==> src/rtl/det_result_collector.sv <==
// det_result_collector
//
// Sink for the 2x2 determinant datapath. Each accepted signed result is
// buffered in a small first-word-fall-through FIFO for a ready/valid
// consumer, and folded into running statistics: saturating sample count,
// wrapping signed sum, signed minimum and signed maximum.
//
// Ports:
//   clk         rising-edge clock
//   reset       synchronous, active-high; clears FIFO, stats and drop_err
//   in_valid    producer offers in_data this cycle
//   in_data     signed result (DATA_W bits, two's complement)
//   in_ready    FIFO not full
//   out_valid   FIFO head is valid
//   out_data    FIFO head value (combinational read)
//   out_ready   consumer takes the head this cycle
//   fill        current FIFO occupancy
//   sample_cnt  accepted-result count, saturating at all ones
//   sum         signed running sum, wraps modulo 2^SUM_W
//   min_val     signed minimum of accepted results
//   max_val     signed maximum of accepted results
//   drop_err    sticky: a result was offered while the FIFO was full
//
// Optional build macro DET_STATS_CLEAR_EN adds input stats_clr, which
// zeroes the statistics and drop_err without touching the FIFO.

module det_result_collector #(
    parameter int DATA_W = 8,
    parameter int DEPTH  = 4,
    parameter int SUM_W  = 12,
    parameter int CNT_W  = 8
) (
    input  logic                       clk,
    input  logic                       reset,
    input  logic                       in_valid,
    input  logic [DATA_W-1:0]          in_data,
    output logic                       in_ready,
    output logic                       out_valid,
    output logic [DATA_W-1:0]          out_data,
    input  logic                       out_ready,
    output logic [$clog2(DEPTH):0]     fill,
    output logic [CNT_W-1:0]           sample_cnt,
    output logic [SUM_W-1:0]           sum,
    output logic [DATA_W-1:0]          min_val,
    output logic [DATA_W-1:0]          max_val,
`ifdef DET_STATS_CLEAR_EN
    input  logic                       stats_clr,
`endif
    output logic                       drop_err
);

    localparam int PTR_W  = $clog2(DEPTH);
    localparam int FILL_W = PTR_W + 1;

    logic [DATA_W-1:0] mem_q [DEPTH];
    logic [PTR_W-1:0]  wrPtr_q, wrPtr_d;
    logic [PTR_W-1:0]  rdPtr_q, rdPtr_d;
    logic [FILL_W-1:0] fill_q, fill_d;

    logic [CNT_W-1:0]  cnt_q, cnt_d;
    logic [SUM_W-1:0]  sum_q, sum_d;
    logic [DATA_W-1:0] min_q, min_d;
    logic [DATA_W-1:0] max_q, max_d;
    logic              drop_q, drop_d;

    logic              push, pop, seen, statsClr;
    logic [SUM_W-1:0]  dataExt;

`ifdef DET_STATS_CLEAR_EN
    assign statsClr = stats_clr;
`else
    assign statsClr = 1'b0;
`endif

    // Handshake decode. in_ready depends only on registered fill, so a full
    // FIFO refuses input even if the head is being popped in the same cycle.
    assign in_ready  = (fill_q != FILL_W'(DEPTH));
    assign out_valid = (fill_q != '0);
    assign push      = in_valid & in_ready;
    assign pop       = out_valid & out_ready;
    assign out_data  = mem_q[rdPtr_q];
    assign fill      = fill_q;

    // Size cast of a signed operand sign-extends into the accumulator width.
    assign dataExt = SUM_W'($signed(in_data));
    assign seen    = (cnt_q != '0);

    // Pointers wrap naturally because DEPTH is a power of two.
    always_comb begin
        wrPtr_d = wrPtr_q;
        rdPtr_d = rdPtr_q;
        fill_d  = fill_q;
        if (push) wrPtr_d = wrPtr_q + PTR_W'(1);
        if (pop)  rdPtr_d = rdPtr_q + PTR_W'(1);
        if (push && !pop)
            fill_d = fill_q + FILL_W'(1);
        else if (pop && !push)
            fill_d = fill_q - FILL_W'(1);
    end

    // Statistics. A push coinciding with a clear (or arriving when nothing
    // has been seen yet) restarts the stats from that single sample.
    // The count saturates, while sum/min/max keep tracking every push.
    always_comb begin
        cnt_d  = cnt_q;
        sum_d  = sum_q;
        min_d  = min_q;
        max_d  = max_q;
        drop_d = drop_q;
        if (statsClr) begin
            cnt_d  = '0;
            sum_d  = '0;
            min_d  = '0;
            max_d  = '0;
            drop_d = 1'b0;
        end
        if (push) begin
            if (statsClr || !seen) begin
                cnt_d = CNT_W'(1);
                sum_d = dataExt;
                min_d = in_data;
                max_d = in_data;
            end else begin
                if (cnt_q != {CNT_W{1'b1}}) cnt_d = cnt_q + CNT_W'(1);
                sum_d = sum_q + dataExt;
                if ($signed(in_data) < $signed(min_q)) min_d = in_data;
                if ($signed(in_data) > $signed(max_q)) max_d = in_data;
            end
        end
        if (in_valid && !in_ready) drop_d = 1'b1;
    end

    // Storage array carries no reset; only the pointers define validity.
    always_ff @(posedge clk) begin
        if (push) mem_q[wrPtr_q] <= in_data;
    end

    // State registers; reset overrides any push or pop in the same cycle.
    always_ff @(posedge clk) begin
        if (reset) begin
            wrPtr_q <= '0;
            rdPtr_q <= '0;
            fill_q  <= '0;
            cnt_q   <= '0;
            sum_q   <= '0;
            min_q   <= '0;
            max_q   <= '0;
            drop_q  <= 1'b0;
        end else begin
            wrPtr_q <= wrPtr_d;
            rdPtr_q <= rdPtr_d;
            fill_q  <= fill_d;
            cnt_q   <= cnt_d;
            sum_q   <= sum_d;
            min_q   <= min_d;
            max_q   <= max_d;
            drop_q  <= drop_d;
        end
    end

    assign sample_cnt = cnt_q;
    assign sum        = sum_q;
    assign min_val    = min_q;
    assign max_val    = max_q;
    assign drop_err   = drop_q;

endmodule

==> config.mk <==
export PLATFORM = sky130hd
export DESIGN_NAME = det_result_collector
export DESIGN_NICKNAME = d
export VERILOG_FILES = /design/src/rtl/det_result_collector.sv
export SDC_FILE = /design/constraint.sdc
export NUM_CORES = 1
export LEC_CHECK = 0
export ABC_AREA = 1
export ABC_CLOCK_PERIOD_IN_PS = 2800
export BUFFER_PORTS_ARGS = -buffer_cell sky130_fd_sc_hd__buf_2
export CORE_MARGIN = 2
export CORE_UTILIZATION = 40
export CTS_CLUSTER_DIAMETER = 60
export CTS_CLUSTER_SIZE = 16
export DETAILED_ROUTE_END_ITERATION = 10
export SKIP_CTS_REPAIR_TIMING = 1
export SYNTH_ARGS = -nofsm -noshare
export SYNTH_HDL_FRONTEND = slang
export SYNTH_SLANG_ARGS = --single-unit
export TNS_END_PERCENT = 10
==> constraint.sdc <==
create_clock -name clk -period 2.8 [get_ports clk]
set_input_delay 0.42 -clock clk [delete_from_list [all_inputs] [get_ports clk]]
set_output_delay 0.42 -clock clk [all_outputs]
set_load 0.02 [all_outputs]
# [Word level (Yosys, flattened, before mapping)]
# Memory sizes are Yosys's and may differ from the RTL's. A register that Yosys moved wholly into a read port is not among the register bits.
# Index checks and enable logic that the tools add are counted.
# W data, S select, Z words.
[word_totals] memories=1 regBits=44 output_inout_bits=50 mem_bits_rw=32 inputBits=12
[mem_list] name="mem_q" words=4 word_bits=8 read_ports=1 rd_clocked_by_memory_dff=1 write_ports=1 line="55" source="logic [DATA_W-1:0] mem_q [DEPTH];"
[op_classes] n_reduce_logical=12 mux=13 addsub=6 order_cmp=2 bitwise=2 n_eq_ne=5
[op_table] op="$mux W8" n=6
[op_table] op="$add A12 B12 Y12" n=1
[op_table] op="$mux W12" n=1
[op_table] op="$add A8 B1 Y8 const B" n=1
[op_table] op="$gt A8 B8 Y1" n=1
[op_table] op="$lt A8 B8 Y1" n=1
[op_table] op="$ne A8 B8 Y1 const B" n=1
[op_table] op="$reduce_bool A8 Y1" n=1
[op_table] op="$mux W3" n=2
[op_table] op="$ne A2 B1 Y1 const B" n=3
[op_table] op="$reduce_and A2 Y1" n=3
[op_table] op="$add A2 B1 Y2 const B" n=2
[op_table] op="$mux W2" n=2
[op_table] op="$add A3 B1 Y3 const B" n=1
[op_table] op="$logic_and A1 B1 Y1" n=3
[op_table] op="$logic_not A1 Y1" n=3
[op_table] op="$ne A3 B3 Y1 const B" n=1
[op_table] op="$reduce_bool A3 Y1" n=1
[op_table] op="$sub A3 B1 Y3 const B" n=1
[op_table] op="$and A1 B1 Y1" n=2
[op_table] op="$mux W1" n=2
[op_table] op="$reduce_bool A2 Y1" n=1

# [Depth between registers and ports, before layout]
[logic_depth] word_depth=6 mapped_depth=17

# [Worst setup path before layout]
# OpenSTA, ideal clock, no wires.
[synth_timing] kind="reg2reg" startpoint="register fill_q[1] (netlist: fill[1])" endpoint="register fill_q[2] (netlist: fill[2])" slack_ns=0.446 required_time_ns=2.678 setup_time_ns=0.122 period_less_slack_ns=2.354 stages_incl_launch_ff=14 t_arrival_ns=2.232 path_cell_list="dfxtp_1 > inv_1 > nand3_2 > nand2_4 > inv_1 > buf_2 > buf_4 > ha_1 > inv_1 > fa_1 > a21oi_1 > o21ai_0 > o21ai_0 > a21oi_1"
[synth_via] elab_chain_len=5
[synth_lines] element="start: declaration" line="58" source="logic [FILL_W-1:0] fill_q, fill_d;"
[synth_lines] element="start signal: assignment" line="152" source="fill_q <= fill_d;"
[synth_lines] element="$ne A3 B3 Y1 *" line="77" source="assign in_ready = (fill_q != FILL_W'(DEPTH));"
[synth_lines] element="net in_ready" line="37" source="output logic in_ready,"
[synth_lines] element="$and A1 B1 Y1 *" line="79" source="assign push = in_valid & in_ready;"
[synth_lines] element="net push" line="66" source="logic push, pop, seen, statsClr;"
[synth_lines] element="$logic_not A1 Y1" line="97" source="else if (pop && !push)"
[synth_lines] element="$logic_and A1 B1 Y1" line="97"
[synth_lines] element="$reduce_bool A2 Y1 (no source line)"
# Mark *: on every way through the listed nets, which the timed path passes. The rest lies on a longest branch. The select of a mux whose other input is x is not followed.
# A chain may end at the register's enable or synchronous reset.

==> run metrics <==
Post-synth top flop=sky130_fd_sc_hd__dfxtp_1; sort of element at the end of the critical path=output pin; clock buffers created by TritonCTS=9; maximum clock skew at final layout=0.00822 ns; R2R depth=11; final setup TNS=0 ns; post-route DRC violation count=0; VDD IR max=0.321 mV; first drt pass iteration count=4; top library cells by usage in the layout, fill and taps aside=sky130_fd_sc_hd__nand2_1 (74), sky130_fd_sc_hd__inv_1 (70), sky130_fd_sc_hd__buf_2 (61), sky130_fd_sc_hd__a21oi_1 (56), sky130_fd_sc_hd__nor2_1 (52); Total Die Area=11600 sq um; TritonCTS clock tree=built; shortest period the worst path allows=2.15 ns; critical path start-end classification=flip-flop to output pin; total wirelength of the detailed-routed design=9900 microns; worst slew pin tran=0.861 ns; Ports=62; Port Buf Inserts=61; overall power after layout=3.93 mW; fraction of final layout cells sized beyond drive strength 1=0.179; leakage component of the power=2.24 nW; worst reg2reg endpoint=fill[2]; path category of the worst min-delay check=primary input to flip-flop; pin count of the biggest net entering global routing=47; average via count per standard cell=5.05; global-route wire length before repair=16200 microns; count of flip-flops with a built-in enable after synthesis=32; overflow left after global routing=0; die extent in x=108 microns; Startpoint Class=flip-flop; Critical-path top delay cell=sky130_fd_sc_hd__inv_1; via count of the routed design=3655; Syn Area/Cell=8.24 sq um; combined area of all synthesized cells=4310 sq um; Sinks on Clock Net=78; worst-case clock buffer depth=2; area growth from synthesis to layout=13.9%; final clock period utilization by the worst path=0.767; required time of the critical path=2.38 ns; sequential share of the synthesized area=0.436; sequential cell area=1880 sq um; nets=630; most common cell after layout, fill and taps aside=sky130_fd_sc_hd__nand2_1; kind of cell adding the most delay to the critical path=buffers and inverters; #FFs+latches synth=78; power density cells=799 nW/um^2; highest clock rate=0.466 GHz; R2R Path Start=fill[1]; slack of the worst reg-to-reg path=0.75 ns; number of logic stages on the critical path including buffering=5; DRC marker count from the first detailed-route iteration=260; standard-cell row count=37; Yosys warning total=0; post-synthesis net count=570; GPL Wtd Cong=0.836; Antenna Nets Post-Route=0; Worst Path Arrival=1.73 ns; worst slew margin relative to its limit=0.425; worst path cell trace=buf_4 > inv_1 > o21ai_0 > o22ai_1 > buf_2; wire length per cell=13.7 microns; diode insertion count for antenna repair=0; number of failing hold endpoints at the final stage=0; final hold slack=0.347 ns; synthesized instance count=523; H-tree depth=3; HPWL Detailed=6870 microns; Max FO, Critical Path=17; Clock transition at path regs=0.08 ns; Critical path buffers and inverters=3; max-slew violation count=0; initial core utilization=0.414; root buffer cell=sky130_fd_sc_hd__clkbuf_8; share of flip-flops with an asynchronous set or reset after synthesis=0; number of filler instances in the final layout=1034; Std-Cell Core Area=10400 sq um; capture point of the worst path=out_data[2]; number of global-route vias before repair=3307; area used by multi-input combinational logic=2050 sq um; initial antenna violation count=0; insertion delay to the later sink of the worst-skew pair=0.35 ns; result of the run=completed; maximum single-stage delay on the critical path=0.36 ns; GRT Overall Usage=0.178; Worst Hold Path Cells=1; count of final setup violators=0; height of the chip=108 microns; unrepaired setup endpoints after global routing=false; count of cell types in the netlist=39; Max Cap Violations=0
-- cells by family after synthesis --
logic type      synth area share
xor+xnor                 0.00610
buf+inv                   0.0882
compound gates             0.156
simple gates               0.208
flops                      0.436
fa+ha+maj                  0.105
-- metrics by stage --
step	instances	utilization	setup slack [ns]	cell area (sq um)
after floorplan	523	-	0.446	4310
after global placement	708	0.452	0.698	4710
after detailed placement	708	0.452	0.665	4710
after CTS	724	0.472	0.668	4910
after global routing	724	0.472	0.568	4910
final	724	0.472	0.654	4910
-- cell usage after synthesis (3+ instances only) --
cell                        n  share of area
sky130_fd_sc_hd__inv_2      4         0.0035
sky130_fd_sc_hd__nand3_2    3         0.0070
sky130_fd_sc_hd__nand4_1    7          0.010
sky130_fd_sc_hd__o22ai_1    8          0.012
sky130_fd_sc_hd__edfxtp_1  32           0.22
sky130_fd_sc_hd__buf_4      3         0.0052
sky130_fd_sc_hd__dfxtp_1   46           0.21
sky130_fd_sc_hd__nor2_1    52          0.045
sky130_fd_sc_hd__a21oi_1   56          0.065
sky130_fd_sc_hd__clkbuf_1   6         0.0052
sky130_fd_sc_hd__nor3_1     3         0.0035
sky130_fd_sc_hd__or2_2      5         0.0073
sky130_fd_sc_hd__nand3_1   39          0.045
sky130_fd_sc_hd__o21ai_0   44          0.051
sky130_fd_sc_hd__inv_1     70          0.061
sky130_fd_sc_hd__buf_2      4         0.0046
sky130_fd_sc_hd__o211ai_1   3         0.0052
sky130_fd_sc_hd__ha_1      33          0.096
sky130_fd_sc_hd__a31oi_1    5         0.0073
sky130_fd_sc_hd__nand2_1   74          0.064
sky130_fd_sc_hd__nor2_2     3         0.0044
-- worst min path at each step --
| stage | from | to | slack [ns] |
|---|---|---|---|
| CTS | reset | sample_cnt[7] | 0.34 |
| floorplan | rdPtr_q[1] | flip-flop | 0.44 |
| detailed placement | drop_err | drop_err | 0.44 |
| finish | in_data[0] | mem_q[3][0] | 0.35 |
| global placement | drop_err | drop_err | 0.44 |
| global route | reset | drop_err | 0.35 |
-- layer usage --
| metal | routed length, microns | part of all wire | track usage |
|---|---|---|---|
| met1 | 4730 | 0.48 | 0.248 |
| met3 | 491 | 0.050 | 0.0357 |
| met4 | 84 | 0.0085 | 0.0549 |
| met2 | 4590 | 0.46 | 0.278 |
| met5 | 0 | 0 | 0 |
-- area by class of cell --
class	instances	share of cell area
multi-input cells	355	0.417
flip-flops and latches	78	0.383
repair buffers	64	0.0667
inverters	75	0.0578
well taps	136	0.0346
clock buffers	10	0.0280
clock inverters	6	0.0125
-- power breakdown --
part	switching (mW)	leakage (nW)	total, mW	internal, mW
Clock	0.429	0.104	0.862	0.433
Combinational	1.05	1.47	1.57	0.526
Sequential	0.123	0.673	1.49	1.37
-- worst reg2reg max path: stages, from the launching register on --
cell	delay (ns)
sky130_fd_sc_hd__dfxtp_1	0.38
sky130_fd_sc_hd__inv_1	0.11
sky130_fd_sc_hd__nand3_2	0.12
sky130_fd_sc_hd__nand2_4	0.14
sky130_fd_sc_hd__inv_1	0.12
sky130_fd_sc_hd__ha_1	0.14
sky130_fd_sc_hd__inv_1	0.06
sky130_fd_sc_hd__fa_1	0.38
sky130_fd_sc_hd__a21oi_1	0.14
sky130_fd_sc_hd__o21ai_0	0.12
sky130_fd_sc_hd__o21ai_0	0.18
sky130_fd_sc_hd__a21oi_1	0.05
-- sequential cells by signal (all words and copies together) (netlist names), named ones only --
name	flops
fill	3
sum	12
min_val	8
wrPtr_q	2
rdPtr_q	2
mem_q	32
max_val	8
sample_cnt	8
drop_err	1
No activity file was read; power rests on OpenSTA's default activity.
